**src/rtl/vp_pkg.sv**
```systemverilog
// Shared vector-processor definitions: funct codes, ALUOp encodings,
// the ALU sequencer state encoding and the architectural vector length.
package vp_pkg;

   localparam int VLMAX = 32;

   typedef enum logic [5:0] {
      FN_NOP  = 6'h00,
      FN_SLL  = 6'h04,
      FN_SRL  = 6'h06,
      FN_MULT = 6'h18,
      FN_ADD  = 6'h20,
      FN_SUB  = 6'h22,
      FN_AND  = 6'h24,
      FN_OR   = 6'h25,
      FN_XOR  = 6'h26,
      FN_SLT  = 6'h2a,
      FN_ABS  = 6'h30
   } funct_e;

   typedef enum logic [1:0] {
      ALUOP_MEM    = 2'b00,
      ALUOP_BRANCH = 2'b01,
      ALUOP_RTYPE  = 2'b10
   } aluop_e;

   typedef enum logic [1:0] {
      S_IDLE  = 2'd0,
      S_RUN   = 2'd1,
      S_DRAIN = 2'd2,
      S_ZERO  = 2'd3
   } seq_state_e;

   // Requested lengths beyond the register size run as a full register.
   function automatic logic [5:0] clamp_vl(input logic [5:0] vl, input int vlmax);
      return (int'(vl) > vlmax) ? 6'(vlmax) : vl;
   endfunction

endpackage

```
**src/rtl/valu_seq.sv**
```systemverilog
// Vector ALU sequencer: streams one vector R-type instruction element by
// element through the shared scalar ALU using a read/execute/write pipeline.
module valu_seq
   import vp_pkg::*;
#(
   parameter int VLMAX = vp_pkg::VLMAX,
   parameter int DW    = 32
) (
   input  logic          clk,
   input  logic          rst,
   input  logic          issue_valid,
   output logic          issue_ready,
   input  logic [5:0]    issue_funct,
   input  logic [5:0]    issue_vl,
   input  logic [4:0]    issue_vs1,
   input  logic [4:0]    issue_vs2,
   input  logic [4:0]    issue_vd,
   input  logic          kill,
   output logic          rf_rd_en,
   output logic [4:0]    rf_rd_vs1,
   output logic [4:0]    rf_rd_vs2,
   output logic [4:0]    cnt,
   output logic [1:0]    alu_op,
   output logic [5:0]    alu_funct,
   input  logic [DW-1:0] alu_result,
   input  logic          alu_overflow,
   output logic          wb_en,
   output logic [4:0]    wb_vd,
   output logic [4:0]    wb_elem,
   output logic [DW-1:0] wb_data,
   output logic          done,
   output logic          ovf
);

   seq_state_e    r_state;
   aluop_e        r_alu_op;
   logic [5:0]    r_funct;
   logic [5:0]    r_vl;
   logic [4:0]    r_vs1;
   logic [4:0]    r_vs2;
   logic [4:0]    r_vd;
   logic [4:0]    r_cnt;
   logic          r_rd_en;
   logic          r_drain;
   logic          r_e_valid;
   logic          r_e_last;
   logic [4:0]    r_e_elem;
   logic          r_wb_en;
   logic [4:0]    r_wb_elem;
   logic [DW-1:0] r_wb_data;
   logic          r_done;
   logic          r_ovf;

   logic          w_accept;
   logic [5:0]    w_vl;
   logic          w_last_rd;
   logic          w_ovf_track;

   assign w_accept    = issue_valid && (r_state == S_IDLE) && !kill;
   assign w_vl        = clamp_vl(issue_vl, VLMAX);
   assign w_last_rd   = (r_cnt == 5'(r_vl - 6'd1));
   assign w_ovf_track = (r_funct == FN_ADD) || (r_funct == FN_SUB);

   always_ff @(posedge clk or posedge rst) begin
      if (rst) begin
         r_state   <= S_IDLE;
         r_alu_op  <= ALUOP_MEM;
         r_funct   <= '0;
         r_vl      <= '0;
         r_vs1     <= '0;
         r_vs2     <= '0;
         r_vd      <= '0;
         r_cnt     <= '0;
         r_rd_en   <= 1'b0;
         r_drain   <= 1'b0;
         r_e_valid <= 1'b0;
         r_e_last  <= 1'b0;
         r_e_elem  <= '0;
         r_wb_en   <= 1'b0;
         r_wb_elem <= '0;
         r_wb_data <= '0;
         r_done    <= 1'b0;
         r_ovf     <= 1'b0;
      end else begin
         // Pipeline advance: R -> E -> W, every valid squashed by kill.
         r_e_valid <= r_rd_en && !kill;
         r_e_elem  <= r_cnt;
         r_e_last  <= w_last_rd;
         r_wb_en   <= r_e_valid && !kill;
         r_wb_elem <= r_e_elem;
         r_done    <= r_e_valid && r_e_last && !kill;
         if (r_e_valid) begin
            r_wb_data <= alu_result;
         end
         if (r_e_valid && w_ovf_track && !kill) begin
            r_ovf <= r_ovf | alu_overflow;
         end

         if (kill) begin
            r_state  <= S_IDLE;
            r_rd_en  <= 1'b0;
            r_alu_op <= ALUOP_MEM;
         end else begin
            case (r_state)
               S_IDLE: begin
                  if (w_accept) begin
                     r_funct  <= issue_funct;
                     r_vl     <= w_vl;
                     r_vs1    <= issue_vs1;
                     r_vs2    <= issue_vs2;
                     r_vd     <= issue_vd;
                     r_cnt    <= '0;
                     r_ovf    <= 1'b0;
                     r_alu_op <= ALUOP_RTYPE;
                     if (w_vl == 6'd0) begin
                        r_state <= S_ZERO;
                        r_done  <= 1'b1;
                     end else begin
                        r_state <= S_RUN;
                        r_rd_en <= 1'b1;
                     end
                  end
               end
               S_RUN: begin
                  // Stop on the last index so cnt never wraps at VLMAX.
                  if (w_last_rd) begin
                     r_rd_en <= 1'b0;
                     r_drain <= 1'b0;
                     r_state <= S_DRAIN;
                  end else begin
                     r_cnt <= r_cnt + 5'd1;
                  end
               end
               S_DRAIN: begin
                  if (r_drain) begin
                     r_state  <= S_IDLE;
                     r_alu_op <= ALUOP_MEM;
                  end else begin
                     r_drain <= 1'b1;
                  end
               end
               S_ZERO: begin
                  r_state  <= S_IDLE;
                  r_alu_op <= ALUOP_MEM;
               end
               default: begin
                  r_state  <= S_IDLE;
                  r_alu_op <= ALUOP_MEM;
               end
            endcase
         end
      end
   end

   assign issue_ready = (r_state == S_IDLE);
   assign rf_rd_en    = r_rd_en;
   assign rf_rd_vs1   = r_vs1;
   assign rf_rd_vs2   = r_vs2;
   assign cnt         = r_cnt;
   assign alu_op      = r_alu_op;
   assign alu_funct   = r_funct;
   assign wb_en       = r_wb_en && !kill;
   assign wb_vd       = r_vd;
   assign wb_elem     = r_wb_elem;
   assign wb_data     = r_wb_data;
   assign done        = r_done && !kill;
   assign ovf         = r_ovf;

endmodule

```
**config.mk**
```make
export PLATFORM = sky130hd
export DESIGN_NAME = valu_seq
export DESIGN_NICKNAME = d
export VERILOG_FILES = /design/src/rtl/vp_pkg.sv /design/src/rtl/valu_seq.sv
export SDC_FILE = /design/constraint.sdc
export NUM_CORES = 1
export LEC_CHECK = 0
export CORE_MARGIN = 2
export CORE_UTILIZATION = 39
export DETAILED_ROUTE_END_ITERATION = 16
export PLACE_DENSITY = 0.75
export RECOVER_POWER = 50
export SLEW_MARGIN = 5
export SYNTH_ARGS = -nofsm -noshare
export SYNTH_HDL_FRONTEND = slang
export SYNTH_SLANG_ARGS = --single-unit
```
**constraint.sdc**
```tcl
create_clock -name clk -period 2.79 [get_ports clk]
set_input_delay 0.6975 -clock clk [delete_from_list [all_inputs] [get_ports clk]]
set_output_delay 0.6975 -clock clk [all_outputs]
set_load 0.005 [all_outputs]
```
# [After elaboration in Yosys (flattened, before gate mapping)]
# Cells that the tools add are included.
[classes] bitwise=2 reduce_logical=24 eq_ne=13 addsub=2 order_cmp=1 n_shift=0 muxes=27 multipliers=0 div=0
[op_table] operator="2-to-1 mux 2 bit" count=7
[op_table] operator="== test 6 bit (second input constant)" count=2
[op_table] operator="2-to-1 mux 1 bit" count=12
[op_table] operator="AND reduction 3 bit" count=4
[op_table] operator="logical AND 1 bit" count=10
[op_table] operator="2-to-1 mux 5 bit" count=2
[op_table] operator="one-hot mux 5 bit (2 select lines)" count=1
[op_table] operator="!= test 3 bit (second input constant)" count=3
[op_table] operator="one-hot mux 2 bit (4 select lines)" count=1
[op_table] operator="AND reduction 4 bit" count=2
[op_table] operator="> comparator 6 bit (second input constant)" count=1
[op_table] operator="logical NOT 6 bit" count=1
[op_table] operator="2-to-1 mux 6 bit" count=1
[op_table] operator="one-hot mux 2 bit (3 select lines)" count=1
[op_table] operator="adder 5 x 1 -> 5 bit (second input constant)" count=1
[op_table] operator="== test 5 bit" count=1
[op_table] operator="subtractor 5 x 1 -> 5 bit (second input constant)" count=1
[op_table] operator="== test 2 bit (second input constant)" count=2
[op_table] operator="!= test 2 bit (second input constant)" count=2
[op_table] operator="one-hot mux 1 bit (2 select lines)" count=2
[op_table] operator="nonzero test 2 bit" count=2
[op_table] operator="nonzero test 4 bit" count=1
[op_table] operator="!= test 3 x 1 -> 1 bit (second input constant)" count=1
[op_table] operator="nonzero test 3 bit" count=1
[op_table] operator="7 further kinds" count=7
[word_totals] out_inout_bits=70 memories=0 latch_bits=0 ram_bits=0 mem_bits_ro=0 reg_bits=84 wordCells=87

# [Logic depth before layout (Yosys ltp)]
[logic_depth] word_depth=8 mapped_depth=7

# [Worst setup path before layout]
# No wires, ideal clock.
[synth_timing] path_kind="input to register" startpoint="in issue_vl[4]" endpoint="reg r_state[1]" required_time_ps=2696 arrival_ps=1673 slack_ps=1023 path_buffers=0 cell_stages=4 cell_sequence="or4_1 nor3_2 a21oi_1 a211oi_1"
[synth_via] elab_chain_len=7
[synth_rtl] element="start, declared" line="valu_seq.sv:14" rtl="input logic [5:0] issue_vl,"
[synth_rtl] element="> comparator 6 bit" line="vp_pkg.sv:36" rtl="return (int'(vl) > vlmax) ? 6'(vlmax) : vl;"
[synth_rtl] element="2-to-1 mux 6 bit (*)" line="vp_pkg.sv:36"
[synth_rtl] element="logical NOT 6 bit (*)" line="valu_seq.sv:115" rtl="if (w_vl == 6'd0) begin"
[synth_rtl] element="2-to-1 mux 2 bit (*)" line="valu_seq.sv:115"
[synth_rtl] element="2-to-1 mux 2 bit (*)" line="valu_seq.sv:106" rtl="if (w_accept) begin"
[synth_rtl] element="one-hot mux 2 bit (4 select lines) (*)" line="valu_seq.sv:104" rtl="case (r_state)"
[synth_rtl] element="2-to-1 mux 2 bit (*)" line="valu_seq.sv:99" rtl="if (kill) begin"
[synth_rtl] element="end signal, assigned" line="valu_seq.sv:100" rtl="r_state <= S_IDLE;"
[synth_rtl] element="end signal, assigned" line="valu_seq.sv:116" rtl="r_state <= S_ZERO;"
[synth_rtl] element="end signal, assigned" line="valu_seq.sv:119" rtl="r_state <= S_RUN;"
[synth_rtl] element="end, declared" line="valu_seq.sv:35" rtl="seq_state_e r_state;"
# Every way passes the cells marked *; elsewhere a longest branch is shown, timed or not. The select of a mux whose other input is x is not followed.
# A chain may end at the register's enable or synchronous reset.

# [Worst setup path after layout]
[layout_timing] startpoint="in kill" endpoint="out done"
[layout_via] elab_chain_len=2
[layout_rtl] element="start, declared" line="valu_seq.sv:18" rtl="input logic kill,"
[layout_rtl] element="logical NOT 1 bit" line="valu_seq.sv:166" rtl="assign done = r_done && !kill;"
[layout_rtl] element="logical AND 1 bit" line="valu_seq.sv:166"
[layout_rtl] element="end, declared" line="valu_seq.sv:31" rtl="output logic done,"
# Every way passes these cells.

==> results.py <==
metrics = {
    "status": {
        "status": "complete, no violations",
    },
    "power_and_ir_drop": {
        "fin_total_pwr_mw": 3.893,
        "powerDensity_mw_per_mm2": 776.7,
        "power_switching_mw": 1.098,
        "p_sw_frac": 0.2821,
        "clkPwrFrac": 0.224,
        "p_leak_nw": 2.214,
        "p_seq_frac": 0.448,
        "intPower_mw": 2.795,
        "combPwrFrac": 0.328,
        "vdd_drop_max_mv": 0.2706,
    },
    "global_route": {
        "grtUsageTotal": 0.1625,
        "grt_pass1_wl_um": 12390,
        "grt_start_max_net_pins": 51,
        "grt_pass1_vias": 2494,
        "grt_overflow": 0,
        "antenna_found_initial": 0,
    },
    "sta": {
        "setup_viol": 0,
        "max_slew.worst_pin.slew_ns": 1.465,
        "maxSlewHeadroom": 0.02359,
        "period_share": 0.9300,
        "rsz0062_at_grt": "false",
        "min_period_ns": 2.595,
        "slew_violations": 0,
        "final_hold_viol_count": 0,
        "finClkSkew_ns": 0.01065,
        "fmax_ghz": 0.3854,
        "finalSetupTns_ns": 0,
    },
    "synthesis": {
        "synth_edf_count": 0,
        "postSynthCellCount": 287,
        "synth_xor_area_frac": 0.01732,
        "synth-seq-area-share": 0.6116,
        "synthAdderAreaFrac": 0.007369,
        "syn_nets": 353,
        "synthFlopType": "dfrtp_1",
        "postSynthAreaPerCell_sq_um": 11.83,
        "muxShareOfSynthArea": 0.1179,
        "synth-compound-area-share": 0.04827,
        "async_flop_share": 1.000,
        "synthSimpleGateAreaFrac": 0.1640,
        "synth_warnings": 0,
        "ys_types": 45,
        "ys_ff_latch": 83,
        "syn_area_sq_mm": 0.003396,
        "synth_top_family_by_area": "simple AND/OR/NAND/NOR gates",
    },
    "cts": {
        "h-tree-depth": 3,
        "cts-root-buf": "clkbuf_8",
        "cts_buffers": 9,
        "cts_resized": 0,
        "clock_path_buffers": 2,
        "cts_tree": "done",
        "insertion_delay_ns": 0.35,
        "ctsHoldBuffers": 0,
        "clkSlewWorstSetupHoldPaths_ns": 0.09,
        "numClockSinks": 83,
        "post_cts_buffers": 0,
    },
    "setup_path": {
        "endpoint": "done",
        "regToRegStartpoint": "r_e_valid",
        "path_depth": 3,
        "critical_path_buf_inv_count": 2,
        "max_stage_delay_ns": 0.57,
        "cp.arrival_ns": 1.90,
        "crit_required_ns": 2.09,
        "cp_max_fo": 3,
        "cp-startpoint": "kill",
        "critPathTopFamily": "buffers and inverters",
        "cp-end-kind": "output pin",
        "critPathKind": "in -> out",
        "reg2reg_to": "wb_data[9]",
        "cp_cell_sequence": "dlygate4sd3_1, nor2b_1, clkdlybuf4s50_1",
        "r2r_cells": 2,
        "startpoint_type": "input port",
        "cp_slowest_cell": "dlygate4sd3_1",
        "ff2ff_setup_slack_ns": 0.74,
    },
    "routing": {
        "drt_iter0_markers": 98,
        "via_count": 2531,
        "wl_um": 7527,
        "detail_route.vias_per_cell": 4.731,
        "wl_per_cell_um": 14.07,
        "final_antenna_net_count": 0,
        "drc": 0,
        "first_pass_iters": 6,
    },
    "place": {
        "port_buffers": 132,
        "place_hpwl_um": 5534,
        "gp_congestion": 0.7537,
    },
    "die": {
        "initial_core_util": 0.3952,
        "core_sq_mm": 0.008593,
        "pin_count": 134,
        "fp.dieW_um": 97.31,
        "die_area_sq_mm": 0.009469,
        "rows": 34,
        "fp.dieH_um": 97.31,
    },
    "layout": {
        "multi_input_area_sq_mm": 0.001209,
        "area_growth_pct": 47.61,
        "fill_cells": 727,
        "mostFrequentLayoutCell": "clkdlybuf4s50_1",
        "drive_above_1_share": 0.1499,
        "seq_area_sq_mm": 0.002077,
        "layout_common_cells": "clkdlybuf4s50_1 (131), dfrtp_1 (83), nand2_1 (79)",
        "fin_nets": 488,
        "diodes": 0,
    },
    "hold_path": {
        "min_path_type": "reg -> reg",
    },
    "flow_run": {
        "drv_cap": 0,
    },
}
## cells in the mapped netlist (2+ instances only)
library cell | count | area share
nand2b_1 | 5 | 0.0092
o21ai_1 | 2 | 0.0029
mux2_2 | 32 | 0.11
nand2_1 | 79 | 0.087
buf_6 | 3 | 0.0099
clkbuf_1 | 5 | 0.0055
xnor2_2 | 2 | 0.0096
buf_2 | 4 | 0.0059
dfrtp_1 | 83 | 0.61
nand4_1 | 4 | 0.0074
inv_1 | 7 | 0.0077
xor2_1 | 3 | 0.0077
a21oi_1 | 6 | 0.0088
ha_1 | 2 | 0.0074
nor2_1 | 9 | 0.0099
mux2i_1 | 4 | 0.012
nor2b_1 | 5 | 0.0092
nand3b_1 | 5 | 0.011
## layer usage
layer,track usage,vias up,routed length (um)
met3,0.05324,17,604
li1,-,1218,-
met5,0,-,0
met4,0.05662,0,175
met1,0.2164,1197,3273
met2,0.2516,99,3475
## power groups by stage
| stage | Combinational [mW] | Sequential, mW | Clock (mW) |
|---|---|---|---|
| floorplan | 0.529 | 1.75 | 0 |
| global placement | 1.27 | 1.75 | 0 |
| detailed placement | 1.30 | 1.77 | 0 |
| CTS | 1.30 | 1.75 | 0.903 |
| global route | 1.38 | 1.79 | 0.966 |
| finish | 1.28 | 1.74 | 0.873 |
## state kept, by name, indices dropped and copies added, names as in the netlist
name / count
rf_rd_vs2: 5
r_drain: 1
r_e_elem: 5
rf_rd_vs1: 5
r_wb_en: 1
rf_rd_en: 1
r_state: 2
r_done: 1
alu_funct: 6
r_vl: 5
alu_op: 1
wb_elem: 5
wb_vd: 5
ovf: 1
r_e_valid: 1
r_e_last: 1
cnt: 5
wb_data: 32
## final cells by class
type                       count  share of cell area
clock buffer                  11             0.02821
clock inverter                 5             0.01223
inverter                       7            0.005492
multi-input combinational    183              0.2411
sequential                    83              0.4144
tap                          108             0.02696
timing repair buffer         138              0.2716
## cells by family after synthesis
kind of cell    after synthesis
other cells                   1
compound gates               22
fa+ha+maj                     2
buf+inv                      21
mux                          36
flops                        83
simple gates                117
xor+xnor                      5
## stage by stage
step                      hold WS, ns  setup slack [ns]  utilization  instance area (sq um)  std cells
after floorplan                0.3312             1.023            -                   3400        287
after global placement         0.3332            0.3369       0.5635                   4842        519
after detailed placement       0.3347            0.3210       0.5635                   4842        519
after CTS                      0.3481            0.3129       0.5871                   5045        535
after global routing           0.3609            0.1290       0.5833                   5012        535
final                          0.3465            0.1954       0.5833                   5012        535
## how the worst min path moves through the flow
stage               slack [ns]          to  depth (start not counted)   startpoint
finish                    0.35  wb_elem[1]                          0  r_e_elem[1]
detailed placement        0.33  wb_elem[2]                          0  r_e_elem[2]
floorplan                 0.33  wb_elem[0]                          0  r_e_elem[0]
global route              0.36  wb_elem[2]                          0  r_e_elem[2]
global placement          0.33  wb_elem[1]                          0  r_e_elem[1]
CTS                       0.35  wb_elem[1]                          0  r_e_elem[1]
Power figures use the tool's default switching activity.
